`src/rtl/usb_fifo_arbiter.sv`:
```
// FX2 slave-FIFO bus sequencer: round-robin sharing of the bus among two read endpoints
// (EP2/EP4) and two write endpoints (EP6/EP8), with bounded bursts and a turnaround cycle.
module usb_fifo_arbiter #(
    parameter int MAX_BURST = 16,
    parameter int BURST_W   = 8
) (
    input  logic       clk,
    input  logic       reset,
    output logic       usb_slrd,
    output logic       usb_slwr,
    output logic       usb_sloe,
    output logic [1:0] usb_addr,
    output logic [7:0] usb_data_in,
    output logic       usb_data_oe,
    input  logic [7:0] usb_data_out,
    input  logic       usb_ep2_empty,
    input  logic       usb_ep4_empty,
    input  logic       usb_ep6_full,
    input  logic       usb_ep8_full,
    output logic [7:0] ep2_data,
    output logic [7:0] ep4_data,
    output logic       ep2_valid,
    output logic       ep4_valid,
    input  logic       ep2_ready,
    input  logic       ep4_ready,
    input  logic [7:0] ep6_data,
    input  logic [7:0] ep8_data,
    input  logic       ep6_valid,
    input  logic       ep8_valid,
    output logic       ep6_read,
    output logic       ep8_read,
    output logic [1:0] grant,
    output logic       busy
);
    typedef enum logic [2:0] {
        IDLE, RD_SETUP, RD_STROBE, RD_WAIT, WR_SETUP, WR_STROBE, WR_WAIT, TURN
    } state_t;

    localparam logic [BURST_W:0] MAX_B = (BURST_W + 1)'(MAX_BURST);

    state_t             state_q, state_d;
    logic [1:0]         grant_q, grant_d;
    logic [1:0]         rr_q, rr_d;
    logic [BURST_W-1:0] count_q, count_d;
    logic [7:0]         rd_data_q, rd_data_d;
    logic [7:0]         wr_data_q, wr_data_d;

    logic [3:0]         elig;
    logic               found;
    logic [1:0]         pick;
    logic [1:0]         idx;
    logic [BURST_W:0]   count_inc;
    logic               more;

    // Handshakes: a read sink with ready high accepts the byte pulsed on epN_valid
    // unconditionally; a write source shows its head byte while valid and pops on epN_read.
    always_comb begin
        elig[0] = !usb_ep2_empty && ep2_ready;
        elig[1] = !usb_ep4_empty && ep4_ready;
        elig[2] = !usb_ep6_full  && ep6_valid;
        elig[3] = !usb_ep8_full  && ep8_valid;
        found = 1'b0;
        pick  = 2'd0;
        idx   = 2'd0;
        for (int i = 0; i < 4; i++) begin
            idx = rr_q + 2'(i);
            if (!found && elig[idx]) begin
                found = 1'b1;
                pick  = idx;
            end
        end
        count_inc = {1'b0, count_q} + {{BURST_W{1'b0}}, 1'b1};
        more      = elig[grant_q] && (count_inc < MAX_B);
    end

    always_comb begin
        state_d     = state_q;
        grant_d     = grant_q;
        rr_d        = rr_q;
        count_d     = count_q;
        rd_data_d   = rd_data_q;
        wr_data_d   = wr_data_q;
        usb_slrd    = 1'b0;
        usb_slwr    = 1'b0;
        usb_sloe    = 1'b0;
        usb_data_oe = 1'b0;
        ep2_valid   = 1'b0;
        ep4_valid   = 1'b0;
        ep6_read    = 1'b0;
        ep8_read    = 1'b0;
        unique case (state_q)
            IDLE: begin
                if (found) begin
                    grant_d = pick;
                    rr_d    = pick + 2'd1;
                    state_d = pick[1] ? WR_SETUP : RD_SETUP;
                end
            end
            RD_SETUP: begin
                usb_sloe = 1'b1;
                state_d  = RD_STROBE;
            end
            RD_STROBE: begin
                usb_sloe  = 1'b1;
                usb_slrd  = 1'b1;
                rd_data_d = usb_data_out;
                state_d   = RD_WAIT;
            end
            RD_WAIT: begin
                // FX2 flags have had a cycle to settle since the strobe; sample them here.
                usb_sloe  = 1'b1;
                ep2_valid = !grant_q[0];
                ep4_valid = grant_q[0];
                count_d   = count_inc[BURST_W-1:0];
                state_d   = more ? RD_STROBE : TURN;
            end
            WR_SETUP: begin
                usb_data_oe = 1'b1;
                ep6_read    = !grant_q[0];
                ep8_read    = grant_q[0];
                wr_data_d   = grant_q[0] ? ep8_data : ep6_data;
                state_d     = WR_STROBE;
            end
            WR_STROBE: begin
                usb_data_oe = 1'b1;
                usb_slwr    = 1'b1;
                state_d     = WR_WAIT;
            end
            WR_WAIT: begin
                usb_data_oe = 1'b1;
                count_d     = count_inc[BURST_W-1:0];
                state_d     = more ? WR_SETUP : TURN;
            end
            TURN: begin
                count_d = '0;
                state_d = IDLE;
            end
            default: state_d = IDLE;
        endcase
    end

    always_ff @(posedge clk or negedge reset) begin
        if (!reset) begin
            state_q   <= IDLE;
            grant_q   <= 2'd0;
            rr_q      <= 2'd0;
            count_q   <= '0;
            rd_data_q <= 8'h00;
            wr_data_q <= 8'h00;
        end else begin
            state_q   <= state_d;
            grant_q   <= grant_d;
            rr_q      <= rr_d;
            count_q   <= count_d;
            rd_data_q <= rd_data_d;
            wr_data_q <= wr_data_d;
        end
    end

    assign usb_addr    = grant_q;
    assign grant       = grant_q;
    assign busy        = (state_q != IDLE);
    assign usb_data_in = wr_data_q;
    assign ep2_data    = rd_data_q;
    assign ep4_data    = rd_data_q;
endmodule
```
`config.mk`:
```
export PLATFORM = sky130hd
export DESIGN_NAME = usb_fifo_arbiter
export DESIGN_NICKNAME = d
export VERILOG_FILES = /design/src/rtl/usb_fifo_arbiter.sv
export SDC_FILE = /design/constraint.sdc
export NUM_CORES = 1
export LEC_CHECK = 0
export BUFFER_PORTS_ARGS = -buffer_cell sky130_fd_sc_hd__buf_4
export CORE_ASPECT_RATIO = 0.5
export CORE_MARGIN = 2
export CORE_UTILIZATION = 52
export DETAILED_ROUTE_END_ITERATION = 12
export PLACE_DENSITY = 0.84
export SKIP_CTS_REPAIR_TIMING = 1
export SLEW_MARGIN = 20
export SYNTH_ARGS = -nofsm -noshare
export SYNTH_HDL_FRONTEND = slang
export SYNTH_SLANG_ARGS = --single-unit
```
`constraint.sdc`:
```
create_clock -name clk -period 2.6 [get_ports clk]
set_input_delay 0.26 -clock clk [delete_from_list [all_inputs] [get_ports clk]]
set_output_delay 0.26 -clock clk [all_outputs]
set_load 0.01 [all_outputs]
```
==> flow_metrics.tcl, run 1 <==
set metrics [dict create \
    startpoint_type "register" \
    ant_nets 0 \
    tightest_slew_ns 0.7422 \
    fin_skew_ns 0.005347 \
    final_common_cell "buf_4" \
    die_height_um 45.86 \
    path_cells "inv_1, or3_1, nor2_1, buf_4" \
    yosys.area.top_type_share 0.4258 \
    synthTopCellsByArea "dfrtp_1 43%, mux2_2 6.2%, a21oi_1 6.0%" \
    cp.depth 4 \
    whs_path_depth 2 \
    hold_end "ep2_data[6]" \
    overflow 0 \
    ios 71 \
    drt_iter0_markers 130 \
    period_needed_ns 2.174 \
    end_kind "primary output" \
    fin_crit_sh 0.8361 \
    crit_buf_inv 2 \
    tns_ns 0 \
    core_mm2 0.003397 \
    layout_common_cells "72 x buf_4, 31 x dfrtp_1, 22 x a21oi_1" \
    grt_max_degree 32 \
    dpl.hpwl_mm 2.987 \
    worst_slack_ns 0.4261 \
    async_flop_share 1.000 \
    reg2reg_slack_ns 0.83 \
    vias 1597 \
    fillers 261 \
    yosysWarnings 0 \
    place_congestion 0.8534 \
    syn-cell-area_mm2 0.001822 \
    start_util 0.5363 \
    syn_inst 185 \
    min_path_type "in -> reg" \
    crit_path_max_incr_delay_ns 0.69 \
    layout.nets 281 \
    worstPathMaxFanout 14 \
    avgSynthCellArea_um2 9.847 \
    drv_cap 0 \
    multi_input_area_um2 904.6 \
    yosysSeqAreaShare 0.4258 \
    clock-sinks 31 \
    routedWlPerCell_um 14.00 \
    drc_errors 0 \
    drive_gt1_frac 0.4049 \
    cts_tree "done" \
    critPathTopFamily "flip-flops" \
    arrival_ns 1.91 \
    dr.pass1.iters 4 \
    critPathSlowestCell "dfrtp_1" \
    clkLatencyLatePin_ns 0.29 \
    critPathKind "reg -> out" \
    routed_wl_mm 4.171 \
    clock.fmax_ghz 0.4600 \
    timing.rr.start "count_q[0]" \
    diodes 0 \
    p_per_area_mw_per_mm2 1096 \
    antenna_found_initial 0 \
    syn_nets 220 \
    synth_cell_type_count 45 \
    cts_max_level 2 \
    numCtsBuffers 5 \
    synth-seq-cells 31 \
    leakage_nw 1.097 \
    drt-vias-per-instance 5.359 \
    crit_required_ns 2.34 \
    register_area_um2 775.7 \
    status "finished, final reports clean" \
    design.die.area_mm2 0.004022 \
    placed_area_mm2 0.002300 \
    grt_pass1_vias 1500 \
    grt_first_pass_wirelength_mm 6.796 \
    peakVddDrop_uv 500.7 \
    areaGrowthSynthToFinish_pct 31.25 \
    grt_use_total 0.2241 \
    dp_slack_ns 0.7704 \
    portBuffers 70 \
    hold_violations 0 \
    clockBufferDepth 2 \
    cp-startpoint "state_q[0]" \
    min-delay-start "usb_data_out[6]" \
    rr_worst_depth 6 \
    slew_headroom 0.5052 \
    finalMaxSlewViolations 0 \
    synth_edf_count 0 \
    r2r-end "state_q[1]" \
    finalSetupViolCount 0 \
    ctsRootBufferMaster "clkbuf_8" \
    die_w_um 87.71 \
    clkTransAtPathRegs_ns 0.07 \
    fin_area_mm2 0.002391 \
    rows 15 \
    synthFlopType "dfrtp_1" \
    rsz0062_at_grt "no" \
    synth.largest_area_cell "dfrtp_1" \
]
report_power, final:
group / switching [mW] / internal [mW] / total (mW)
Sequential: 0.271 / 0.682 / 0.953
Clock: 0.179 / 0.188 / 0.367
Combinational: 0.595 / 0.706 / 1.30
metrics by stage:
| step | instances | hold WS [ns] | util | total power [mW] |
|---|---|---|---|---|
| final | 298 | 0.2042 | 0.7039 | 2.620 |
| after global routing | 298 | 0.1973 | 0.7039 | 2.819 |
| after CTS | 297 | -0.08222 | 0.7009 | 2.630 |
| after detailed placement | 289 | 0.2205 | 0.6770 | 2.263 |
| after global placement | 289 | 0.2123 | 0.6770 | 2.218 |
| after floorplan | 185 | -0.03559 | - | 1.793 |
flip-flops by register name (all words and copies together), names as in the netlist:
register / flops
count_q: 8
ep2_data: 8
grant: 2
rr_q: 2
state_q: 3
usb_data_in: 8
cells in the mapped netlist (4+ instances only):
cell type / n
nor2_1: 17
nor3_1: 5
nand2b_1: 5
nand3_1: 4
nor2b_1: 5
nand2_1: 6
buf_4: 11
mux2_2: 10
a21oi_1: 22
and3_1: 5
o21ai_0: 7
buf_2: 5
dfrtp_1: 31
mux2i_1: 9
area by class of cell:
cell class / count / share of cell area
multi-input combinational: 131 / 0.3783
sequential: 31 / 0.3244
clock buffer: 7 / 0.03192
clock inverter: 1 / 0.002093
inverter: 4 / 0.006279
timing repair buffer: 73 / 0.2302
tap: 51 / 0.02669
per-layer routing:
metal / wire (um) / GRT usage / vias up
li1: - / - / 785
met1: 1763 / 0.2761 / 752
met2: 2132 / 0.3924 / 50
met3: 208 / 0.05435 / 10
met4: 66 / 0.08308 / 0
met5: 0 / 0 / -
worst reg2reg max path, stage by stage (launching register included):
cell and delay, ns:
dfrtp_1 0.44, ha_1 0.27, and3_1 0.24, and2_1 0.20, a21oi_1 0.24, nor2_1 0.11, o31ai_2 0.18
worst max-delay path by stage:
stage and to:
4_1_cts ep2_valid, 2_1_floorplan count_q[4], 3_3_place_gp ep2_valid, 5_1_grt ep2_valid
6_report ep2_valid, 3_5_place_dp ep2_valid
cells by family (layout without fill, tap and decap cells):
family | count (synthesis) | in the layout | share of synthesized area
simple gates | 56 | 56 | 0.1648
fa+ha+maj | 5 | 5 | 0.03022
mux | 20 | 20 | 0.1236
compound gates | 49 | 49 | 0.1731
buf+inv | 23 | 85 | 0.07760
xor+xnor | 1 | 1 | 0.004809
flops | 31 | 31 | 0.4258
No activity file was read; power rests on OpenSTA's default activity.
==> run 2, diff against run 1 <==
--- a/config.mk
+++ b/config.mk
@@ -8,9 +8,9 @@
 export BUFFER_PORTS_ARGS = -buffer_cell sky130_fd_sc_hd__buf_4
 export CORE_ASPECT_RATIO = 0.5
 export CORE_MARGIN = 2
-export CORE_UTILIZATION = 52
+export CORE_UTILIZATION = 44
 export DETAILED_ROUTE_END_ITERATION = 12
-export PLACE_DENSITY = 0.84
+export PLACE_DENSITY = 0.76
 export SKIP_CTS_REPAIR_TIMING = 1
 export SLEW_MARGIN = 20
 export SYNTH_ARGS = -nofsm -noshare
==> constraint.sdc (replaced) <==
create_clock -name clk -period 1.8 [get_ports clk]
set_input_delay 0.18 -clock clk [delete_from_list [all_inputs] [get_ports clk]]
set_output_delay 0.18 -clock clk [all_outputs]
set_load 0.01 [all_outputs]
==> run 2 against run 1 <==
Non-clock buffer count up 8. Die area grew 17%. Cell count increased by 3.4%. Total power is 53% higher. Via count is 1.2% higher. Sequential share of layout area is 1.1 points lower. Clock power up 52%. Global-route usage fell by 3.4 points. Sequential power up 35%. Critical endpoint unchanged. Highest routed layer unchanged.
==> flow_metrics.tcl, run 2 (synthesis gave the netlist of run 1 again) <==
set metrics [dict create \
    layout.nets 289 \
    die_w_um 95 \
    clock.fmax_ghz 0.5881 \
    dpl.hpwl_mm 3.204 \
    leakage_nw 1.142 \
    final_common_cell "buf_4" \
    cp.depth 4 \
    core_mm2 0.003944 \
    status "finished, final reports clean" \
    layout_common_cells "79 x buf_4, 29 x dfrtp_1, 21 x a21oi_1" \
    cp-startpoint "state_q[1]" \
    drt_iter0_markers 75 \
    crit_required_ns 1.62 \
    critPathSlowestCell "dfrtp_1" \
    rr_worst_depth 5 \
    diodes 0 \
    worst_slack_ns 0.09972 \
    grt_first_pass_wirelength_mm 6.982 \
    tns_ns 0 \
    critPathKind "reg -> out" \
    p_per_area_mw_per_mm2 1612 \
    areaGrowthSynthToFinish_pct 36.13 \
    fin_crit_sh 0.9446 \
    clkTransAtPathRegs_ns 0.07 \
    fin_area_mm2 0.002480 \
    die_height_um 49.50 \
    ios 71 \
    power_mw 3.997 \
    period_needed_ns 1.700 \
    vias 1616 \
    fin_skew_ns 0.006786 \
    startpoint_type "register" \
    rows 16 \
    pwr-share-clk 0.140 \
    worstPathMaxFanout 9 \
    min_path_type "in -> reg" \
    r2r-end "count_q[4]" \
    critPathTopFamily "simple AND/OR/NAND/NOR gates" \
    clockBufferDepth 2 \
    peakVddDrop_uv 609.6 \
    portBuffers 70 \
    place_inst 300 \
    rsz0062_at_grt "no" \
    cts_max_level 2 \
    overflow 0 \
    timing.rr.start "count_q[1]" \
    slew_headroom 0.7135 \
    fin_cells 308 \
    routed_wl_mm 4.356 \
    clkLatencyLatePin_ns 0.28 \
    final_core_util 0.6288 \
    p_sw_mw 1.554 \
    dp_slack_ns 0.09244 \
    routedWlPerCell_um 14.14 \
    timing.hold.ws_ns 0.1317 \
    design.die.area_mm2 0.004703 \
    tightest_slew_ns 0.4272 \
    arrival_ns 1.52 \
    grt_pass1_vias 1589 \
    end_kind "primary output" \
    reg2reg_slack_ns 0.13 \
    placed_area_mm2 0.002376 \
    grt_use_total 0.1905 \
    numCtsBuffers 5 \
    finalSetupViolCount 0 \
    hold_violations 0 \
    ctsRootBufferMaster "clkbuf_8" \
    ant_nets 0 \
    path_cells "inv_2, or3_1, nor2_1, buf_4" \
    start_util 0.4619 \
    p_sw_frac 0.3887 \
    crit_end "ep2_valid" \
    drt-vias-per-instance 5.247 \
    cts_tree "done" \
    drv_cap 0 \
    place_congestion 0.8491 \
    drive_gt1_frac 0.4409 \
    grt_max_degree 32 \
    crit_path_max_incr_delay_ns 0.45 \
    clock-sinks 31 \
    internal-power_mw 2.443 \
    crit_buf_inv 2 \
    seqPwrFrac 0.322 \
    drc_errors 0 \
    combPwrFrac 0.538 \
    antenna_found_initial 0 \
    finalMaxSlewViolations 0 \
    dr.pass1.iters 5 \
]
run 2: worst min path at each step:
stage               startpoint          end  slack (ns)  cells after the start
2_1_floorplan            reset   count_q[0]       -0.12                      0
3_3_place_gp             reset      rr_q[0]        0.14                      1
3_5_place_dp             reset      rr_q[0]        0.14                      1
4_1_cts                  reset      rr_q[0]       -0.16                      1
5_1_grt        usb_data_out[2]  ep2_data[2]        0.13                      2
6_report       usb_data_out[1]  ep2_data[1]        0.13                      2
run 2: power groups by stage:
stage | Clock [mW] | Combinational [mW] | Sequential, mW
finish | 0.559 | 2.15 | 1.29
global route | 0.597 | 2.34 | 1.34
CTS | 0.571 | 2.16 | 1.28
detailed placement | 0 | 2.16 | 1.29
global placement | 0 | 2.11 | 1.28
floorplan | 0 | 1.28 | 1.31
run 2: layout make-up:
class | instances | area, um^2
clock inverter | 1 | 5.005
clock buffer | 6 | 82.58
multi-input combinational | 131 | 908.4
sequential | 31 | 778.2
fill | 336 | 1464
inverter | 4 | 15.01
tap | 54 | 67.56
timing repair buffer | 81 | 623.1
run 2: routing by layer:
layer,GRT usage,vias up,share of wire
li1,-,796,-
met1,0.2312,766,0.44
met2,0.3286,46,0.50
met3,0.04587,8,0.046
met4,0.07488,0,0.014
met5,0,-,0
